[src/rtl/irq_pkg.sv]
// Shared constants for the interrupt sequencer: source count, FSM encoding
// and the default entrance vectors.
package irq_pkg;

    localparam int NUM_SRC = 3;

    typedef logic [NUM_SRC-1:0] src_vec_t;

    localparam logic [1:0] ST_IDLE = 2'd0;
    localparam logic [1:0] ST_REQ  = 2'd1;
    localparam logic [1:0] ST_ISR  = 2'd2;

    localparam logic [31:0] VEC0_DEF = 32'h0000_0800;
    localparam logic [31:0] VEC1_DEF = 32'h0000_0600;
    localparam logic [31:0] VEC2_DEF = 32'h0000_0000;

    function automatic src_vec_t idx_onehot(input logic [1:0] idx);
        src_vec_t oh;
        oh = '0;
        case (idx)
            2'd0:    oh = 3'b001;
            2'd1:    oh = 3'b010;
            2'd2:    oh = 3'b100;
            default: oh = '0;
        endcase
        return oh;
    endfunction

endpackage

[src/rtl/irq_prio_enc.sv]
// Highest-set-bit priority encoder for the three interrupt sources.
module irq_prio_enc
    import irq_pkg::*;
(
    input  logic [NUM_SRC-1:0] vec_i,
    output logic               valid_o,
    output logic [1:0]         idx_o
);

    always_comb begin
        valid_o = |vec_i;
        idx_o   = 2'd0;
        if (vec_i[2]) begin
            idx_o = 2'd2;
        end else if (vec_i[1]) begin
            idx_o = 2'd1;
        end
    end

endmodule

[src/rtl/irq_sequencer.sv]
// Edge-latched, priority-ordered interrupt request sequencer for a CPU core.
// Optional nesting of higher-priority sources during service: IRQ_NEST_EN.
//
//   state | meaning
//   IDLE  | nothing in service, no request outstanding
//   REQ   | irq_req asserted, irq_id frozen until ack or drop
//   ISR   | at least one source in service, no request outstanding
module irq_sequencer
    import irq_pkg::*;
#(
    parameter logic [31:0] VEC0 = VEC0_DEF,
    parameter logic [31:0] VEC1 = VEC1_DEF,
    parameter logic [31:0] VEC2 = VEC2_DEF
) (
    input  logic               clk,
    input  logic               rst,
    input  logic [NUM_SRC-1:0] irq_src,
    input  logic [NUM_SRC-1:0] irq_mask,
    input  logic               irq_disable,
    input  logic               irq_ack,
    input  logic               eret,
    output logic               irq_req,
    output logic [1:0]         irq_id,
    output logic [31:0]        irq_vec,
    output logic [NUM_SRC-1:0] pending,
    output logic [NUM_SRC-1:0] in_service
);

    logic [1:0]   state_q, state_d;
    logic         irq_req_q, irq_req_d;
    logic [1:0]   irq_id_q, irq_id_d;
    src_vec_t     pending_q, pending_d;
    src_vec_t     in_service_q, in_service_d;
    src_vec_t     prev_q, prev_d;

    src_vec_t     edge_w;
    src_vec_t     id_oh;
    src_vec_t     eligible;
    src_vec_t     is_after_ack;
    src_vec_t     eret_clr;
    logic         ack_fire;
    logic         el_valid;
    logic [1:0]   el_idx;
    logic         is_valid;
    logic [1:0]   is_top;

    always_comb begin
        edge_w       = irq_src & ~prev_q;
        prev_d       = irq_src;
        id_oh        = idx_onehot(irq_id_q);
        eligible     = pending_q & irq_mask;
        ack_fire     = (state_q == ST_REQ) && irq_ack;
        is_after_ack = in_service_q | (ack_fire ? id_oh : '0);
    end

    irq_prio_enc u_enc_eligible (
        .vec_i   (eligible),
        .valid_o (el_valid),
        .idx_o   (el_idx)
    );

    // Looks at in_service after the ack is applied, so ack+eret retires the right bit.
    irq_prio_enc u_enc_in_service (
        .vec_i   (is_after_ack),
        .valid_o (is_valid),
        .idx_o   (is_top)
    );

    always_comb begin
        state_d  = state_q;
        irq_id_d = irq_id_q;
        eret_clr = (eret && is_valid) ? idx_onehot(is_top) : '0;

        // Edge is OR-ed after the ack clear so a coincident edge keeps the bit set.
        pending_d    = (pending_q & ~(ack_fire ? id_oh : '0)) | edge_w;
        in_service_d = is_after_ack & ~eret_clr;

        case (state_q)
            ST_IDLE: begin
                if (el_valid && !irq_disable) begin
                    state_d  = ST_REQ;
                    irq_id_d = el_idx;
                end
            end
            ST_REQ: begin
                if (ack_fire) begin
                    state_d = (in_service_d != '0) ? ST_ISR : ST_IDLE;
                end else if (irq_disable || ((pending_q & irq_mask & id_oh) == '0)) begin
                    state_d = (in_service_d != '0) ? ST_ISR : ST_IDLE;
                end
            end
            ST_ISR: begin
                if (in_service_d == '0) begin
                    state_d = ST_IDLE;
`ifdef IRQ_NEST_EN
                end else if (!irq_disable && el_valid && (el_idx > is_top)) begin
                    state_d  = ST_REQ;
                    irq_id_d = el_idx;
`endif
                end
            end
            default: state_d = ST_IDLE;
        endcase

        irq_req_d = (state_d == ST_REQ);
    end

    always_ff @(posedge clk) begin
        if (rst) begin
            state_q      <= ST_IDLE;
            irq_req_q    <= 1'b0;
            irq_id_q     <= 2'd0;
            pending_q    <= '0;
            in_service_q <= '0;
            prev_q       <= '1;
        end else begin
            state_q      <= state_d;
            irq_req_q    <= irq_req_d;
            irq_id_q     <= irq_id_d;
            pending_q    <= pending_d;
            in_service_q <= in_service_d;
            prev_q       <= prev_d;
        end
    end

    always_comb begin
        irq_vec = 32'h0;
        if (irq_req_q) begin
            case (irq_id_q)
                2'd0:    irq_vec = VEC0;
                2'd1:    irq_vec = VEC1;
                2'd2:    irq_vec = VEC2;
                default: irq_vec = 32'h0;
            endcase
        end
    end

    assign irq_req    = irq_req_q;
    assign irq_id     = irq_id_q;
    assign pending    = pending_q;
    assign in_service = in_service_q;

endmodule

[config.mk]
export PLATFORM = sky130hd
export DESIGN_NAME = irq_sequencer
export DESIGN_NICKNAME = d
export VERILOG_FILES = /design/src/rtl/irq_pkg.sv /design/src/rtl/irq_prio_enc.sv /design/src/rtl/irq_sequencer.sv
export SDC_FILE = /design/constraint.sdc
export NUM_CORES = 1
export LEC_CHECK = 0
export ABC_AREA = 1
export CORE_ASPECT_RATIO = 0.7
export CORE_UTILIZATION = 43
export CTS_BUF_LIST = sky130_fd_sc_hd__clkbuf_2 sky130_fd_sc_hd__clkbuf_4 sky130_fd_sc_hd__clkbuf_8
export CTS_CLUSTER_DIAMETER = 40
export DETAILED_ROUTE_END_ITERATION = 8
export PLACE_DENSITY = 0.89
export SYNTH_ARGS = -nofsm -noshare
export SYNTH_HDL_FRONTEND = slang
export SYNTH_HIERARCHICAL = 1
export SYNTH_SLANG_ARGS = --single-unit
[constraint.sdc]
create_clock -name clk -period 2.56 [get_ports clk]
set_input_delay 0.512 -clock clk [delete_from_list [all_inputs] [get_ports clk]]
set_output_delay 0.512 -clock clk [all_outputs]
set_load 0.005 [all_outputs]
* Word-level counts from Yosys, hierarchy flattened
Index checks and enable logic that the tools add are counted.
** Storage, ports and cells
- Flip-flop bits (word level) :: 14
- Input port bits :: 11
- Output and inout bits :: 41
- Logic and storage cells :: 53
** Operators by class
- Equality and inequality tests :: 7
- Muxes and demuxes :: 16
- Bitwise gates (word level) :: 10
- Reduce and logical (&&, ||, !) cells :: 14
** Operators with widths (number)
- $pmux W12 S2 :: 1
- $pmux W3 S3 :: 2
- $and A3 B3 Y3 :: 5
- $mux W2 :: 7
- $mux W12 :: 1
- $not A3 Y3 :: 3
- $eq A2 B1 Y1 const B :: 4
- $eq A2 B2 Y1 const B :: 3
- $logic_not A2 Y1 :: 3
- $logic_not A3 Y1 :: 2
- $mux W3 :: 2
- $or A3 B3 Y3 :: 2
- $pmux W2 S3 :: 1
- $reduce_or A3 Y1 :: 2
- $logic_and A1 B1 Y1 :: 3
- $reduce_bool A3 Y1 :: 1
- $mux W1 :: 2
- $reduce_and A2 Y1 :: 1
- $logic_not A1 Y1 :: 1
- $logic_or A1 B1 Y1 :: 1

* Logic depth before layout (Yosys ltp)
Gate-level depths: netlist (run 1).
- Depth in word-level cells :: 17
- Gate-level depth with buffers :: 13
- Mapped depth without buffers :: 13

* Cells and area by module
Netlist (run 1), hierarchy kept.
** Modules (own cells, without submodules)
- irq_sequencer :: times used 1, cells each 122, area an instance 895.9 µm², sequential area each 280.3 µm²
- irq_prio_enc :: times used 2, cells each 6, area an instance 28.8 µm², sequential area each 0.0 µm²

* Worst setup path before layout (run 1)
OpenSTA, ideal clock, no wires.
- Path type :: input -> register
- Start point :: in irq_ack
- End point :: reg state_q[1]
- Setup time :: 128 ps
- Arrival time :: 1396 ps
- Data required time :: 2432 ps
- Path slack :: 1036 ps
- Stages :: 12
- Buffers on the path :: 0
- Path through :: nand3_2 > nor2_1 > or2_1 > nor2_1 > nand2_1 > nand2_1 > inv_1 > nand3_1 > nand2_2 > nand3_2 > nand2_1 > nor2_1
** Between the ends
- Elaborated cells on any way between the ends :: 21
- Classes of those cells :: eq/ne (2); mux (10); bitwise (3); reduce/logical (6)
** RTL lines
- start: declaration :: line irq_sequencer.sv:20 : input logic irq_ack,
- $logic_and A1 B1 Y1 (*) :: line irq_sequencer.sv:52 : ack_fire = (state_q == ST_REQ) && irq_ack;
- $mux W3 (*) :: line irq_sequencer.sv:53 : is_after_ack = in_service_q | (ack_fire ? id_oh : '0);
- $or A3 B3 Y3 (*) :: line irq_sequencer.sv:53
- named net is_after_ack[1] :: line irq_sequencer.sv:39 : src_vec_t is_after_ack;
- $reduce_or A3 Y1 (*) :: line irq_prio_enc.sv:11 : valid_o = |vec_i;
- named net is_valid :: line irq_sequencer.sv:44 : logic is_valid;
- $logic_and A1 B1 Y1 (*) :: line irq_sequencer.sv:72 : eret_clr = (eret && is_valid) ? idx_onehot(is_top) : '0;
- $mux W3 (*) :: line irq_sequencer.sv:72
- $not A3 Y3 (*) :: line irq_sequencer.sv:76 : in_service_d = is_after_ack & ~eret_clr;
- $and A3 B3 Y3 (*) :: line irq_sequencer.sv:76
- $reduce_bool A3 Y1 :: line irq_sequencer.sv:87, irq_sequencer.sv:89
- $mux W2 :: line irq_sequencer.sv:87, irq_sequencer.sv:89
- $mux W2 :: line irq_sequencer.sv:88 : end else if (irq_disable || ((pending_q & irq_mask & id_oh) == '0)) begin
- $mux W2 :: line irq_sequencer.sv:86 : if (ack_fire) begin
- $pmux W2 S3 (*) :: line irq_sequencer.sv:78 : case (state_q)
- end signal: assignment :: line irq_sequencer.sv:117 : state_q <= state_d;
- end: declaration :: line irq_sequencer.sv:29 : logic [1:0] state_q, state_d;
Mark *: on every way through the listed nets, which the timed path passes. The rest lies on a longest branch.
A chain may end at the register's enable or synchronous reset.

* Final worst setup path (run 1)
- Start point :: reg irq_id_q[1], in the netlist irq_id[1]
- End point :: out irq_vec[10]
** Between the ends
- Longest elaborated chain between the ends :: 3
- Elaborated cells on any way between the ends :: 4
- Classes of those cells :: eq/ne (1); mux (2); reduce/logical (1)
** RTL lines
- start: declaration :: line irq_sequencer.sv:31 : logic [1:0] irq_id_q, irq_id_d;
- start signal: assignment :: line irq_sequencer.sv:119 : irq_id_q <= irq_id_d;
- $eq A2 B1 Y1 / $logic_not A2 Y1 (equally long branches) :: line irq_sequencer.sv:129 : case (irq_id_q)
- $pmux W12 S2 (*) :: line irq_sequencer.sv:129
- $mux W12 (*) :: line irq_sequencer.sv:128 : if (irq_req_q) begin
- end: declaration :: line irq_sequencer.sv:24 : output logic [31:0] irq_vec,
Mark *: on every way between the ends. The rest lies on a longest branch, timed or not.

==> results of run 1 <==
power groups by stage:
stage                     combinational (uW)  sequential (uW)  clock [uW]
final                                   72.3              232         166
after global routing                    82.4              234         174
after CTS                               71.6              233         165
after detailed placement                71.3              238           0
after global placement                  69.6              237           0
after floorplan                         71.1              237           0
registers in the layout, indices dropped and copies added (netlist names):
name / count
in_service: 3
pending: 3
prev_q: 3
irq_id: 2
state_q: 2
irq_req: 1
worst paths after layout:
| check | to | slack [ns] | depth (start not counted) |
|---|---|---|---|
| max | irq_vec[10] | 0.52 | 4 |
| min | pending[1] | 0.50 | 2 |
| max reg2reg | state_q[1] | 0.86 | 12 |
| min reg2reg | pending[1] | 0.50 | 2 |
per-layer routing:
metal	vias to the layer above	share of wire	GRT usage
li1	388	-	-
met1	351	0.44	0.176
met2	45	0.48	0.287
met3	2	0.075	0.0617
met4	0	0.0058	0.0417
met5	-	0	0
metrics by stage:
step / hold slack [ns] / power [uW] / utilization / std cells / setup slack (ns)
after floorplan: 0.468 / 308 / - / 162 / 1.04
after global placement: 0.473 / 307 / 0.545 / 181 / 0.430
after detailed placement: 0.489 / 309 / 0.545 / 181 / 0.334
after CTS: 0.501 / 470 / 0.563 / 185 / 0.517
after global routing: 0.513 / 490 / 0.563 / 185 / 0.407
final: 0.495 / 471 / 0.563 / 185 / 0.525
cell usage after synthesis:
cell       n
clkbuf_1   1
conb_1     1
or2_1      1
o21ai_0    4
o21ai_2    1
buf_4     32
nand3_2    4
nor2_1    10
nor2_4     1
nand4_1    2
dfxtp_1   14
nor2_2     2
o21bai_4   1
inv_2      2
nand3_1    4
nand2_2    4
inv_1     20
nor3_1     1
or2_2      3
a21oi_1    7
nand2_1   19
area by class of cell:
class / count / share of cell area
Inverter: 22 / 0.0745
Sequential cell: 14 / 0.253
Clock buffer: 4 / 0.0327
Multi-Input combinational cell: 93 / 0.407
Timing Repair Buffer: 22 / 0.199
Tap cell: 30 / 0.0339
cell families (layout without fill, tap and decap cells):
family / count (synthesis) / in the layout / share of synthesized area
buffers and inverters: 55 / 48 / 0.343
and+or+nand+nor: 51 / 51 / 0.273
DFF: 14 / 14 / 0.294
AOI/OAI and AO/OA: 13 / 13 / 0.0866
other: 1 / 29 / 0.00393
worst register-to-register path: cells and delay by family (launching register included):
family / cells / cell delay, ns
buf+inv: 3 / 0.26
flops: 1 / 0.48
simple gates: 9 / 0.85
cells in the final DEF (no fill, tap or decap):
master,netlist,layout
clkbuf_4,0,3
inv_1,20,20
nand2_1,19,19
nand4_1,2,2
nand2_2,4,4
o21bai_4,1,1
nor2_4,1,1
a21oi_1,7,7
o21ai_0,4,4
nand3_2,4,4
nor3_1,1,1
nor2_1,10,10
or2_2,3,3
clkdlybuf4s50_1,0,22
inv_2,2,2
dfxtp_1,14,14
o21ai_2,1,1
or2_1,1,1
clkbuf_8,0,1
nor2_2,2,2
nand3_1,4,4
conb_1,1,29
==> reports/results.txt, run 1 <==
I/O pin count: 52
internal power: 346 uW
CP required: 2.05 ns
crit path cell chain: inv_1 > nand2_1 > nor2_1 > clkdlybuf4s50_1
H-tree levels: 1
clock share of power: 0.353
Crit Path Category: register to output pin
Period minus WS final: 2.04 ns
row count: 13
final hold vios: 0
Pleak: 0.000526 uW
fmax: 491 MHz
Critical Path Fanout Max: 7
area delta synth->final: 16.3%
Final nets: 167
share of the synthesized area in the top cell type: 0.294
TNS Setup: 0 ns
Hold Crit Class: register to register
initial antenna violation count: 0
# diodes: 0
RePlAce Congestion: 0.872
Synth Warn #: 6
Setup violations, final: 0
grt total ovfl: 0
sequential cell area fraction in the yosys report: 0.294
R2R Path Start: irq_id[1]
Synth area leaders: dfxtp_1 (29%), buf_4 (25%), inv_1 (7.9%), nand2_1 (7.5%), nand3_2 (4.2%)
#FFs+latches synth: 14
post-synthesis cell type count: 21
Clock Skew: 0.0118 ns
Die X: 58.3 um
WL/cell: 9.32 um
Initial Utilization: 0.484
Max Cap Viol: 0
Post-Synthesis Cells: 134
first-pass GRT wire length: 2660 um
fin area: 0.00111 sq mm
cell area after synthesis: 953 sq um
CP max-delay cell: clkdlybuf4s50_1
logic gate share of total power: 0.153
Pins Over Slew Limit: 0
VDD IR max: 255 uV
RSZ-0062 raised after global routing: no
DIE AREA: 0.00241 sq mm
die height: 41.4 um
WP buf/inv: 2
vias in the first global route: 654
CTS sink count: 14
Critical Path Source Type: register
syn_area_per_cell: 7.12 sq um
outcome: finished clean
Clock Path Buffers: 2
dpl cell area: 0.00107 sq mm
Crit. End Element: output pin
Post-CTS Setup Bufs: 0
worst min-delay path startpoint: prev_q[1]
fin crit share: 0.795
CP top delay family: buffers and inverters
cts bufs inserted: 3
switching fraction of total power: 0.265
register area: 280 sq um
Starting DRT DRC Count: 21
Critical Path AT: 1.52 ns
largest net degree at the start of global routing: 11
area taken by multi-input logic gates: 452 sq um
DRC Markers: 0
remaining antenna violation count after routing: 0
Yosys top cell by area: dfxtp_1
Via density: 4.25
CP peak stage delay: 0.51 ns
number of fill cells: 207
port bufs: 22
Total GRT Usage: 0.156
CTS Hold Bufs: 0
Worst-Skew Late Latency: 0.29 ns
switching pwr: 125 uW
PwrDens: 425 mW/mm^2
Sequential Power Share: 0.493
CTS root buf: clkbuf_4
post-DP HPWL: 1430 um
drt total wl: 1730 um
clock-pin slew on the worst setup and hold paths: 0.10 ns
vias: 786
DRT Pass-1 Iters: 4
PostCTS Resize Cnt: 0
TritonCTS clock tree: yes
crit path launch: irq_id[1]
Placeable Area: 0.00197 sq mm
layout cells sized above 1: 0.142
No activity file was read; power rests on OpenSTA's default activity.
==> inputs of run 2 (changes only) <==
--- a/config.mk
+++ b/config.mk
@@ -7,11 +7,11 @@
 export LEC_CHECK = 0
 export ABC_AREA = 1
 export CORE_ASPECT_RATIO = 0.7
-export CORE_UTILIZATION = 43
+export CORE_UTILIZATION = 36
 export CTS_BUF_LIST = sky130_fd_sc_hd__clkbuf_2 sky130_fd_sc_hd__clkbuf_4 sky130_fd_sc_hd__clkbuf_8
 export CTS_CLUSTER_DIAMETER = 40
 export DETAILED_ROUTE_END_ITERATION = 8
-export PLACE_DENSITY = 0.89
+export PLACE_DENSITY = 0.79
 export SYNTH_ARGS = -nofsm -noshare
 export SYNTH_HDL_FRONTEND = slang
 export SYNTH_HIERARCHICAL = 1
==> constraint.sdc (replaced) <==
create_clock -name clk -period 1.8 [get_ports clk]
set_input_delay 0.36 -clock clk [delete_from_list [all_inputs] [get_ports clk]]
set_output_delay 0.36 -clock clk [all_outputs]
set_load 0.005 [all_outputs]
==> run 2 against run 1 <==
Hold slack got worse by 0.012 ns; flip-flop and latch count did not move; non-clock buffer count rose by 11; die area rose by 19%; utilization fell by 6.5 points; routed wire length fell by 5.4%; critical path depth did not move; design area rose by 11%; global-route usage fell by 3.2 points; cell count rose by 8.1%; critical endpoint is now irq_vec[9]; largest power group unchanged.
==> reports/results.txt, run 2 (synthesis results as in run 1) <==
Setup WS post-layout: 0.0776 ns
outcome: finished clean
worst min-delay path startpoint: prev_q[0]
Clock Skew: 0.00174 ns
WL/cell: 8.16 um
port bufs: 22
post-DP HPWL: 1400 um
row count: 15
Via density: 3.79
DRT Pass-1 Iters: 4
Hold Crit Class: register to register
fin area: 0.00123 sq mm
worst slack at placement: -0.171 ns
cts bufs inserted: 3
die height: 45.1 um
Crit Path Category: register to output pin
H-tree levels: 1
Critical Path AT: 1.36 ns
Die X: 63.5 um
TNS Setup: 0 ns
# diodes: 0
Setup violations, final: 0
layout cells sized above 1: 0.217
DRC Markers: 0
TritonCTS clock tree: yes
grt total ovfl: 0
CTS sink count: 14
final hold vios: 0
Final nets: 178
initial antenna violation count: 0
DIE AREA: 0.00286 sq mm
RSZ-0062 raised after global routing: no
first-pass GRT wire length: 2650 um
reg2reg path depth: 12
post-layout util: 0.498
area delta synth->final: 29.4%
fin crit share: 0.957
hold path endpoint: pending[0]
Critical Path Fanout Max: 3
I/O pin count: 52
Clock Path Buffers: 2
most frequent cells in the layout: conb_1 (29), inv_1 (20), clkdlybuf4s50_1 (20), nand2_1 (18), dfxtp_1 (13)
Placeable Area: 0.00248 sq mm
largest net degree at the start of global routing: 10
Total Power: 748 uW
Critical Path Source Type: register
Pins Over Slew Limit: 0
reg2reg end: in_service[2]
clock-pin slew on the worst setup and hold paths: 0.06 ns
Total GRT Usage: 0.125
CTS root buf: clkbuf_8
dpl cell area: 0.00116 sq mm
Worst-Skew Late Latency: 0.24 ns
R2R Path Start: state_q[1]
Starting DRT DRC Count: 14
Max Cap Viol: 0
drt total wl: 1630 um
Period minus WS final: 1.72 ns
VDD IR max: 395 uV
vias: 757
most common cell after layout, fill and taps aside: conb_1
R2R setup slack: 0.23 ns
Post-CTS Setup Bufs: 0
CP required: 1.44 ns
Initial Utilization: 0.385
fmax: 581 MHz
Crit. End Element: output pin
RePlAce Congestion: 0.805
remaining antenna violation count after routing: 0
PwrDens: 606 mW/mm^2
hold depth: 2
vias in the first global route: 667
Pleak: 0.000615 uW
## run 2: changes by cell type in the layout (fill, tap and decap cells not counted), moves of 2 or more
cell,previous run,this run
clkbuf_4,3,0
dlymetal6s2s_1,0,2
clkbuf_8,1,4
buf_4,0,11
clkdlybuf4s50_1,22,20
## run 2: area by class of cell
class / count / area [sq um]
flip-flops and latches: 14 / 282
repair buffers: 33 / 308
well taps: 34 / 42.5
clock buffers: 4 / 55.1
fillers: 263 / 1240
inverters: 22 / 82.6
multi-input cells: 93 / 464
## run 2: power breakdown
| group | switching [uW] | total (uW) | internal, uW |
|---|---|---|---|
| registers | 7.21 | 329 | 322 |
| clock network | 110 | 304 | 194 |
| logic | 58.3 | 114 | 56.0 |
| total | 176 | 748 | 572 |
## run 2: timing repair
item,CTS,global route
hold buffers,0,0
resized for setup,0,6
setup endpoints to repair,0,7
## run 2: how the worst max path moves through the flow
stage | start | to | slack, ns | cells past startpoint
floorplan | irq_id[1] | state_q[1] | 0.35 | 13
global placement | irq_ack | state_q[1] | -0.12 | 13
CTS | irq_id[0] | irq_vec[10] | 0.005 | 3
finish | irq_id[1] | irq_vec[9] | 0.08 | 4
detailed placement | irq_ack | state_q[1] | -0.17 | 13
global route | irq_id[1] | irq_vec[10] | 0.01 | 4
## run 2: per-layer routing
layer | vias up | track usage | share of wire
li1 | 413 | - | -
met2 | 29 | 0.204 | 0.44
met3 | 3 | 0.0505 | 0.073
met4 | 0 | 0.0273 | 0.0067
met5 | - | 0 | 0
met1 | 312 | 0.156 | 0.48
## run 2: critical path, stage by stage (launching register included)
cell and delay [ns]:
dfxtp_1 0.31, inv_1 0.08, nand2_2 0.09, nor2_1 0.13, clkdlybuf4s50_1 0.51
## run 2: per-stage QoR
stage | hold slack (ns) | std cells
after floorplan | 0.452 | 162
after global routing | 0.517 | 200
after CTS | 0.479 | 200
final | 0.484 | 200
after global placement | 0.461 | 196
after detailed placement | 0.470 | 196
==> inputs of run 3 (changes only) <==
--- a/config.mk
+++ b/config.mk
@@ -5,7 +5,6 @@
 export SDC_FILE = /design/constraint.sdc
 export NUM_CORES = 1
 export LEC_CHECK = 0
-export ABC_AREA = 1
 export CORE_ASPECT_RATIO = 0.7
 export CORE_UTILIZATION = 36
 export CTS_BUF_LIST = sky130_fd_sc_hd__clkbuf_2 sky130_fd_sc_hd__clkbuf_4 sky130_fd_sc_hd__clkbuf_8
==> run 3 against run 2 <==
The flow now finishes with violations (setup timing); hold slack better by 0.0083 ns; cell count decreased by 11%; sequential power is 2% lower; clock-buffer cell count stayed put.
==> reports/results.txt, run 3 <==
first-pass GRT wire length: 3040 um
Period minus WS final: 1.82 ns
Hold Slack: 0.492 ns
CP required: 1.96 ns
outcome: finished, violations left
Yosys top cell by area: dfxtp_1
CTS sink count: 14
Hold Crit Class: register to register
grt total ovfl: 0
synth cell count leaders: buf_4 (32), dfxtp_1 (14), a21oi_1 (6), nor2_1 (6)
post-synthesis cell type count: 37
DP Cell Count: 173
Crit path depth: 8
final hold vios: 0
die height: 45.1 um
Placeable Area: 0.00248 sq mm
cell area after synthesis: 955 sq um
remaining antenna violation count after routing: 0
I/O pin count: 52
H-tree levels: 1
Initial Utilization: 0.385
CTS Hold Bufs: 0
post-synthesis async set-or-reset flop share: 0
Total GRT Usage: 0.146
fmax: 551 MHz
WL/cell: 10.2 um
failing checks: setup timing
most common cell in the netlist: buf_4
Total Power: 725 uW
Final nets: 156
Post-synth EDFFs: 0
DRT Pass-1 Iters: 2
WP buf/inv: 1
Max Cap Viol: 0
Critical Path Fanout Max: 3
syn_area_per_cell: 8.60 sq um
RePlAce Congestion: 0.855
fin crit share: 1.01
Clock Skew: 0.00114 ns
crit path cell chain: dlygate4sd2_1 > and3b_1 > a21o_2 > or3_4 > nand4b_1 > o211ai_2 > and3b_1 > a311oi_2
RSZ-0062 raised after global routing: yes
CP top delay family: simple AND/OR/NAND/NOR gates
Crit path top cell by count: and3b_1
clock-pin slew on the worst setup and hold paths: 0.06 ns
initial antenna violation count: 0
Die X: 63.6 um
Synth area leaders: dfxtp_1 (29%), buf_4 (25%), a21oi_1 (3.1%), nor2b_1 (2.6%), or2_2 (2.6%)
# diodes: 0
Setup violations, final: 1
Crit Path Category: primary input to register
#FFs+latches synth: 14
Post-Synthesis Cells: 111
post-DP HPWL: 1490 um
vias: 757
VDD IR max: 529 uV
Worst-Skew Late Latency: 0.25 ns
DIE AREA: 0.00287 sq mm
reg2reg path depth: 7
cts bufs inserted: 3
CP max-delay cell: or3_4
CP peak stage delay: 0.38 ns
row count: 15
sequential cell area fraction in the yosys report: 0.294
Critical Path AT: 1.98 ns
Clock Path Buffers: 2
most common cell after layout, fill and taps aside: conb_1
DRC Markers: 0
PwrDens: 590 mW/mm^2
CTS root buf: clkbuf_8
largest net degree at the start of global routing: 14
Setup WS post-layout: -0.0160 ns
layout cells sized above 1: 0.243
Starting DRT DRC Count: 5
hold depth: 2
Primary FF master, synth: dfxtp_1
vias in the first global route: 725
Critical Path Source Type: primary input
Crit. End Element: register
area delta synth->final: 28.7%
worst slack at placement: -0.494 ns
TritonCTS clock tree: yes
R2R setup slack: -0.01 ns
Pleak: 0.000554 uW
port bufs: 22
drt total wl: 1820 um
Synth Warn #: 6
Pins Over Slew Limit: 0
final non-filler cell total: 178
share of the synthesized area in the top cell type: 0.294
Via density: 4.25
most frequent cells in the layout: conb_1 (29), clkdlybuf4s50_1 (18), buf_4 (13), dfxtp_1 (11)
==> run 3: logic make-up (layout without fill, tap and decap cells) <==
kind of cell           after synthesis  after routing  synth area share
AO/OA/AOI/OAI                       15             15             0.114
XOR/XNOR                             1              1           0.00918
buffers and inverters               37             42             0.279
flip-flops                          14             14             0.294
multiplexers                         2              2            0.0210
other                                1             29           0.00393
AND/OR/NAND/NOR                     41             41             0.279
==> run 3: tightest hold or removal path: cells and delay by family (launching register included) <==
family	cells	cell delay (ns)
simple gates	1	0.09
compound gates	1	0.06
flops	1	0.30
==> run 3: area by class of cell <==
cell class | instances | area (sq um)
multi-input cells | 88 | 520
fillers | 244 | 1250
inverters | 3 | 11.3
well taps | 34 | 42.5
clock buffers | 4 | 55.1
repair buffers | 35 | 313
flip-flops and latches | 14 | 287
==> run 3: final timing paths <==
path                      to  startpoint
setup / recovery  state_q[1]     irq_ack
hold / removal    pending[0]   prev_q[0]
setup reg to reg  state_q[1]   irq_id[1]
hold reg to reg   pending[0]   prev_q[0]
==> run 3: power by group <==
part           leakage [uW]  internal [uW]  switching (uW)
clock             0.0000288            194             114
combinational      0.000409           50.7            42.2
sequential         0.000116            318            5.82
==> run 3: metal layers <==
metal,track usage,vias up,routed length (um)
met5,0,-,0
met4,0.100,0,48
met3,0.0606,7,134
met2,0.257,33,864
met1,0.147,335,775
li1,-,382,-
==> run 3: metrics by stage <==
stage                     utilization  instance area [sq um]  setup TNS, ns
after floorplan                     -                   1070              0
after global placement          0.470                   1160          -1.16
after detailed placement        0.470                   1160          -1.39
after CTS                       0.495                   1230        -0.0220
after global routing            0.496                   1230        -0.0677
final                           0.496                   1230        -0.0160
==> run 3: repair_timing <==
| action | CTS | global route |
|---|---|---|
| setup endpoints to repair | 6 | 2 |
| cloned | 0 | 0 |
| pin swaps | 3 | 1 |
| gates resized for setup | 6 | 2 |
| setup buffers | 1 | 0 |
